## config.mk

```make
export PLATFORM = sky130hd
export DESIGN_NAME = game_controller
export DESIGN_NICKNAME = d
export VERILOG_FILES = /design/src/rtl/game_pkg.sv /design/src/rtl/line_detector.sv /design/src/rtl/game_controller.sv
export SDC_FILE = /design/constraint.sdc
export NUM_CORES = 1
export LEC_CHECK = 0
export BUFFER_PORTS_ARGS = -buffer_cell sky130_fd_sc_hd__buf_2
export CORE_UTILIZATION = 40
export DETAILED_ROUTE_END_ITERATION = 7
export GPL_ROUTABILITY_DRIVEN = 0
export SLEW_MARGIN = 20
export SYNTH_ARGS = -nofsm -noshare
export SYNTH_HDL_FRONTEND = slang
export SYNTH_SLANG_ARGS = --single-unit
```

## constraint.sdc

```tcl
create_clock -name clock -period 2.8 [get_ports clock]
set_input_delay 0.14 -clock clock [delete_from_list [all_inputs] [get_ports clock]]
set_output_delay 0.14 -clock clock [all_outputs]
set_load 0.1 [all_outputs]
```

## src/rtl/game_pkg.sv

```systemverilog
// Shared definitions for the N x N game controller: FSM states, outcome codes, turn values.
package game_pkg;

   typedef enum logic [2:0] {
      ST_IDLE,
      ST_CLEAR,
      ST_PLAYER_WAIT,
      ST_AGENT_WAIT,
      ST_EVAL,
      ST_DONE
   } state_t;

   typedef enum logic [1:0] {
      OUT_NONE   = 2'b00,
      OUT_AGENT  = 2'b01,
      OUT_PLAYER = 2'b10,
      OUT_DRAW   = 2'b11
   } outcome_t;

   localparam logic TURN_PLAYER = 1'b0;
   localparam logic TURN_AGENT  = 1'b1;

endpackage

```

## src/rtl/line_detector.sv

```systemverilog
// Combinational N-in-a-row detector: flags any complete row, column or diagonal in a bitmap.
module line_detector #(
   parameter int BOARD_N = 3
) (
   input  logic [BOARD_N*BOARD_N-1:0] bits_i,
   output logic                       line_o
);

   logic [BOARD_N-1:0] row_ok;
   logic [BOARD_N-1:0] col_ok;
   logic [BOARD_N-1:0] diag_v;
   logic [BOARD_N-1:0] anti_v;

   for (genvar r = 0; r < BOARD_N; r++) begin : g_row
      assign row_ok[r] = &bits_i[r*BOARD_N +: BOARD_N];
      assign diag_v[r] = bits_i[r*BOARD_N + r];
      assign anti_v[r] = bits_i[r*BOARD_N + (BOARD_N-1-r)];
   end

   for (genvar c = 0; c < BOARD_N; c++) begin : g_col
      logic [BOARD_N-1:0] col_v;
      for (genvar r = 0; r < BOARD_N; r++) begin : g_cell
         assign col_v[r] = bits_i[r*BOARD_N + c];
      end
      assign col_ok[c] = &col_v;
   end

   assign line_o = (|row_ok) | (|col_ok) | (&diag_v) | (&anti_v);

endmodule

```

## src/rtl/game_controller.sv

```systemverilog
// N x N board owner: sequences player/agent turns, validates moves, detects win and draw.
module game_controller
   import game_pkg::*;
#(
   parameter int BOARD_N     = 3,
   parameter int IDX_W       = 4,
   parameter int FIRST_MOVER = 0
) (
   input  logic                       clock,
   input  logic                       reset_n,
   input  logic                       enable,
   input  logic                       start,
   input  logic [IDX_W-1:0]           action,
   input  logic                       action_valid,
   output logic                       en_policygen,
   input  logic [IDX_W-1:0]           agent_action,
   input  logic                       agent_valid,
   output logic [BOARD_N*BOARD_N-1:0] board_player,
   output logic [BOARD_N*BOARD_N-1:0] board_agent,
   output logic                       turn,
   output logic                       illegal_move,
   output logic [1:0]                 outcome
);

   localparam int             CELLS      = BOARD_N * BOARD_N;
   localparam logic [IDX_W:0] CELLS_L    = (IDX_W+1)'(CELLS);
   localparam logic           FIRST_TURN = (FIRST_MOVER != 0) ? TURN_AGENT : TURN_PLAYER;

   state_t             state_q, state_d;
   logic [CELLS-1:0]   bp_q, bp_d;
   logic [CELLS-1:0]   ba_q, ba_d;
   logic               turn_q, turn_d;
   logic               ill_q, ill_d;
   outcome_t           out_q, out_d;

   logic [CELLS-1:0]   occ, oh_p, oh_a, mover_bits;
   logic               legal_p, legal_a, line_c, full_c;

   // Out-of-range indices shift the one-hot to zero; the range compare rejects them.
   always_comb begin
      occ     = bp_q | ba_q;
      oh_p    = {{(CELLS-1){1'b0}}, 1'b1} << action;
      oh_a    = {{(CELLS-1){1'b0}}, 1'b1} << agent_action;
      legal_p = ({1'b0, action} < CELLS_L) && ((occ & oh_p) == '0);
      legal_a = ({1'b0, agent_action} < CELLS_L) && ((occ & oh_a) == '0);
      full_c  = &occ;
      mover_bits = (turn_q == TURN_AGENT) ? ba_q : bp_q;
   end

   line_detector #(.BOARD_N(BOARD_N)) u_line (
      .bits_i (mover_bits),
      .line_o (line_c)
   );

   always_comb begin
      state_d = state_q;
      bp_d    = bp_q;
      ba_d    = ba_q;
      turn_d  = turn_q;
      ill_d   = 1'b0;
      out_d   = out_q;
      case (state_q)
         ST_IDLE, ST_DONE: begin
            if (start) begin
               state_d = ST_CLEAR;
               bp_d    = '0;
               ba_d    = '0;
               out_d   = OUT_NONE;
            end
         end
         ST_CLEAR: begin
            turn_d  = FIRST_TURN;
            state_d = (FIRST_TURN == TURN_AGENT) ? ST_AGENT_WAIT : ST_PLAYER_WAIT;
         end
         ST_PLAYER_WAIT: begin
            if (action_valid) begin
               if (legal_p) begin
                  bp_d    = bp_q | oh_p;
                  state_d = ST_EVAL;
               end else begin
                  ill_d = 1'b1;
               end
            end
         end
         ST_AGENT_WAIT: begin
            if (agent_valid) begin
               if (legal_a) begin
                  ba_d    = ba_q | oh_a;
                  state_d = ST_EVAL;
               end else begin
                  ill_d = 1'b1;
               end
            end
         end
         ST_EVAL: begin
            if (line_c) begin
               out_d   = (turn_q == TURN_AGENT) ? OUT_AGENT : OUT_PLAYER;
               state_d = ST_DONE;
            end else if (full_c) begin
               out_d   = OUT_DRAW;
               state_d = ST_DONE;
            end else begin
               turn_d  = ~turn_q;
               state_d = (turn_q == TURN_AGENT) ? ST_PLAYER_WAIT : ST_AGENT_WAIT;
            end
         end
         default: state_d = ST_IDLE;
      endcase
   end

   always_ff @(posedge clock or negedge reset_n) begin
      if (!reset_n) begin
         state_q <= ST_IDLE;
         bp_q    <= '0;
         ba_q    <= '0;
         turn_q  <= FIRST_TURN;
         ill_q   <= 1'b0;
         out_q   <= OUT_NONE;
      end else if (enable) begin
         state_q <= state_d;
         bp_q    <= bp_d;
         ba_q    <= ba_d;
         turn_q  <= turn_d;
         ill_q   <= ill_d;
         out_q   <= out_d;
      end
   end

   assign en_policygen = (state_q == ST_AGENT_WAIT);
   assign board_player = bp_q;
   assign board_agent  = ba_q;
   assign turn         = turn_q;
   assign illegal_move = ill_q;
   assign outcome      = out_q;

endmodule

```

==> run_results.csv <==
group,metric,value,unit
pwr,max-vdd-ir-drop,343.9,uV
layout,drive_above_1_share,0.2241,
layout,antennaDiodeCount,0,
floorplanning,core,0.004058,mm2
global_routing,antenna_found_initial,0,
synth,yosys.area_share.simple,0.2616,
synth,synthMuxAreaShare,0.02792,
place,dp_hpwl,3.471,mm
clock_tree,post_cts_buffers,0,
sta,tightestPinTransition,665.7,ps
routing,drt-wirelength-per-cell,16.38,um
layout,nNetsFinal,247,
floorplanning,die_area,0.004522,mm2
worst_setup_path,crit_path_cell_trace,"or2_4 -> mux4_2 -> mux2_4 -> nor4_4 -> and3_4 -> a32o_2",
synth,async_reset_ff_frac,1.000,
routing,drtIter0Drc,148,
global_routing,grt_start_max_net_pins,26,
sta,maxClockFrequency,443.2,MHz
clock_tree,cts.sink_count,25,
synth,synth-main-ff-cell,"dfrtp_1",
worst_setup_path,cp-start-kind,"register",
synth,synth_edf_count,0,
synth,synthAdderAreaFrac,0.005878,
routing,vias_per_cell,5.911,
worst_setup_path,slowest_stage,"mux4_2",
floorplanning,initial_utilization,0.4197,
sta,setup_viol,0,
synth,yosys.area_share.xor_xnor,0,
global_routing,grt_overflow,0,
synth,yosys_warnings,0,
worst_setup_path,path_class,"register to register",
layout,fill_cells,393,
routing,antenna_left,0,
synth,syn_avg_cell_area,8.514,um2
floorplanning,chipHeight,67.25,um
worst_setup_path,cp.arrival,2460,ps
floorplanning,row_count,23,
place,place_inst,277,
worst_setup_path,critPathMaxStageDelay,470,ps
worst_setup_path,cp_max_fo,6,
worst_setup_path,worst-path-buf-inv,0,
clock_tree,numCtsBuffers,3,
floorplanning,die_w,67.25,um
sta,period_share,0.8058,
worst_setup_path,crit_family,"simple AND/OR/NAND/NOR gates",
synth,synth-compound-area-share,0.2829,
clock_tree,cts_max_level,1,
sta,slew_headroom,0.5550,
worst_setup_path,end_kind,"register",
synth,ys_seq_elements,25,
layout,fin_cells,282,
synth,syn_inst,200,
sta,rsz0062_at_grt,"false",
clock_tree,worstSkewPairLatency,270,ps
outcome,status,"finished clean",
clock_tree,hold_buffers,1,
routing,num_vias,1667,
synth,syn_nets,214,
clock_tree,clockRootBuffer,"clkbuf_8",
sta,finalClockSkew,2.062,ps
sta,fin_hold_ws,180.1,ps
global_routing,grt_pass1_vias,1501,
sta,fin_crit,2256,ps
synth,synth_cell_types,56,
worst_setup_path,required,3010,ps
routing,routed_wl,4.620,mm
min_path,hold_class,"primary input to register",
clock_tree,tritoncts,"built",
place,numPortBuffers,36,
layout,area_growth,15.14,%
floorplanning,boundaryPins,37,
routing,first_pass_iters,5,
clock_tree,clk_transition_reported_paths,90,ps
clock_tree,cts_buffer_depth,2,
sta,hold_viol,0,
global_routing,grt_usage,0.2165,
synth,synth_seq_area_share,0.3674,
pwr,power.density,923.5,mW/mm2
routing,drc,0,
clock_tree,cts.repair.resized,0,
synth,synth_area,0.001703,mm2
sta,fin_tns_setup,0,ps
pwr,p_leak,0.8892,nW
job,drv_cap,0,
global_routing,grt_pass1_wl,7.396,mm
synth,synth_top_family_by_area,"compound AO/OA/AOI/OAI gates",
sta,drv_slew,0,
layout,fin_util,0.4832,
## metal layers
layer	vias up	share of wire	global-route usage
met1	779	0.48	0.3130
met4	0	0.012	0.05585
met3	4	0.054	0.02027
met2	60	0.45	0.3425
met5	-	0	0
li1	824	-	-
## where the power goes
group	total [W]	leakage [nW]	switching, W	internal, W
Combinational	0.00102	0.528	0.000779	0.000238
Clock	0.000219	0.0228	0.000117	0.000102
Sequential	0.000574	0.338	0.000137	0.000438
Total	0.00181	0.889	0.00103	0.000778
## path summary, 6_finish.rpt
check	end	startpoint	cells past startpoint	slack, ps
max in group asynchronous	board_player[7]	reset_n	2	2020
min	board_player[7]	action[1]	2	180
max	board_agent[3]	board_agent[6]	6	540
min in group asynchronous	board_agent[1]	reset_n	2	400
max reg2reg	board_agent[3]	board_agent[6]	6	540
min reg2reg	outcome[0]	outcome[0]	2	520
## per-stage QoR
stage	setup WS [ps]	cell area [um2]	power (W)
2_1_floorplan	177.2	1703	0.001400
3_3_place_gp	605.2	1906	0.001595
3_5_place_dp	561.0	1906	0.001594
4_1_cts	544.2	1961	0.001818
5_1_grt	396.8	1961	0.001912
6_report	543.7	1961	0.001811
## worst register-to-register path, cell delays in order, from the launching register on
cell     delay, ps
dfrtp_1        460
or2_4          280
mux4_2         470
mux2_4         290
nor4_4         300
and3_4         240
a32o_2         160
## cells by family (layout without fill, tap and decap cells)
logic type,Yosys count,in the layout
compound gates,63,63
simple gates,87,87
mux,3,3
flops,25,25
fa+ha+maj,1,1
buf+inv,21,53
## cells in the mapped netlist, types with 2 or more instances
library cell,instances,area [um2]
o21ai_0,7,35.03
clkbuf_1,8,30.03
inv_1,10,37.54
nand2_1,24,90.09
buf_2,2,10.01
a32o_2,3,33.78
nor2b_1,5,31.28
nand2b_1,5,31.28
a22o_1,5,43.79
a2111oi_0,2,17.52
nand4_1,2,12.51
o31ai_1,6,45.04
a222oi_1,2,20.02
nor2_1,23,86.33
nor4_1,2,12.51
o32ai_1,2,17.52
nand3_1,5,25.02
nor3_1,5,25.02
dfrtp_1,25,625.6
a32o_1,2,20.02
a21oi_1,6,30.03
a31oi_1,3,18.77
a211oi_1,4,30.03
and3_1,2,12.51
nor3b_1,3,22.52
or2_1,3,18.77
o22ai_1,4,25.02
a21boi_0,2,15.01
## registers in the layout, indices dropped and copies added (netlist names)
signal        cells
turn              1
outcome           2
board_player      9
board_agent       9
illegal_move      1
state_q           3
## final cells by class
| cell class | count | area, um2 | area share |
|---|---|---|---|
| timing repair buffer | 39 | 205.2 | 0.1047 |
| tap | 50 | 62.56 | 0.03191 |
| multi-input combinational | 154 | 984.7 | 0.5022 |
| clock buffer | 4 | 45.04 | 0.02297 |
| inverter | 10 | 37.54 | 0.01914 |
| sequential | 25 | 625.6 | 0.3191 |
## cells in the final DEF, fill, tap and decap left out, drive strengths merged, types with 4 or more instances in the layout
cell	n
a211oi	4
nor3	5
inv	10
nor2b	5
nor2	23
o31ai	6
nand2b	5
nand2	24
o22ai	4
or2	5
o21ai	8
dfrtp	25
buf	38
a22o	6
clkbuf	4
a21oi	6
nand3	5
a32o	5
No activity file was read; power rests on OpenSTA's default activity.
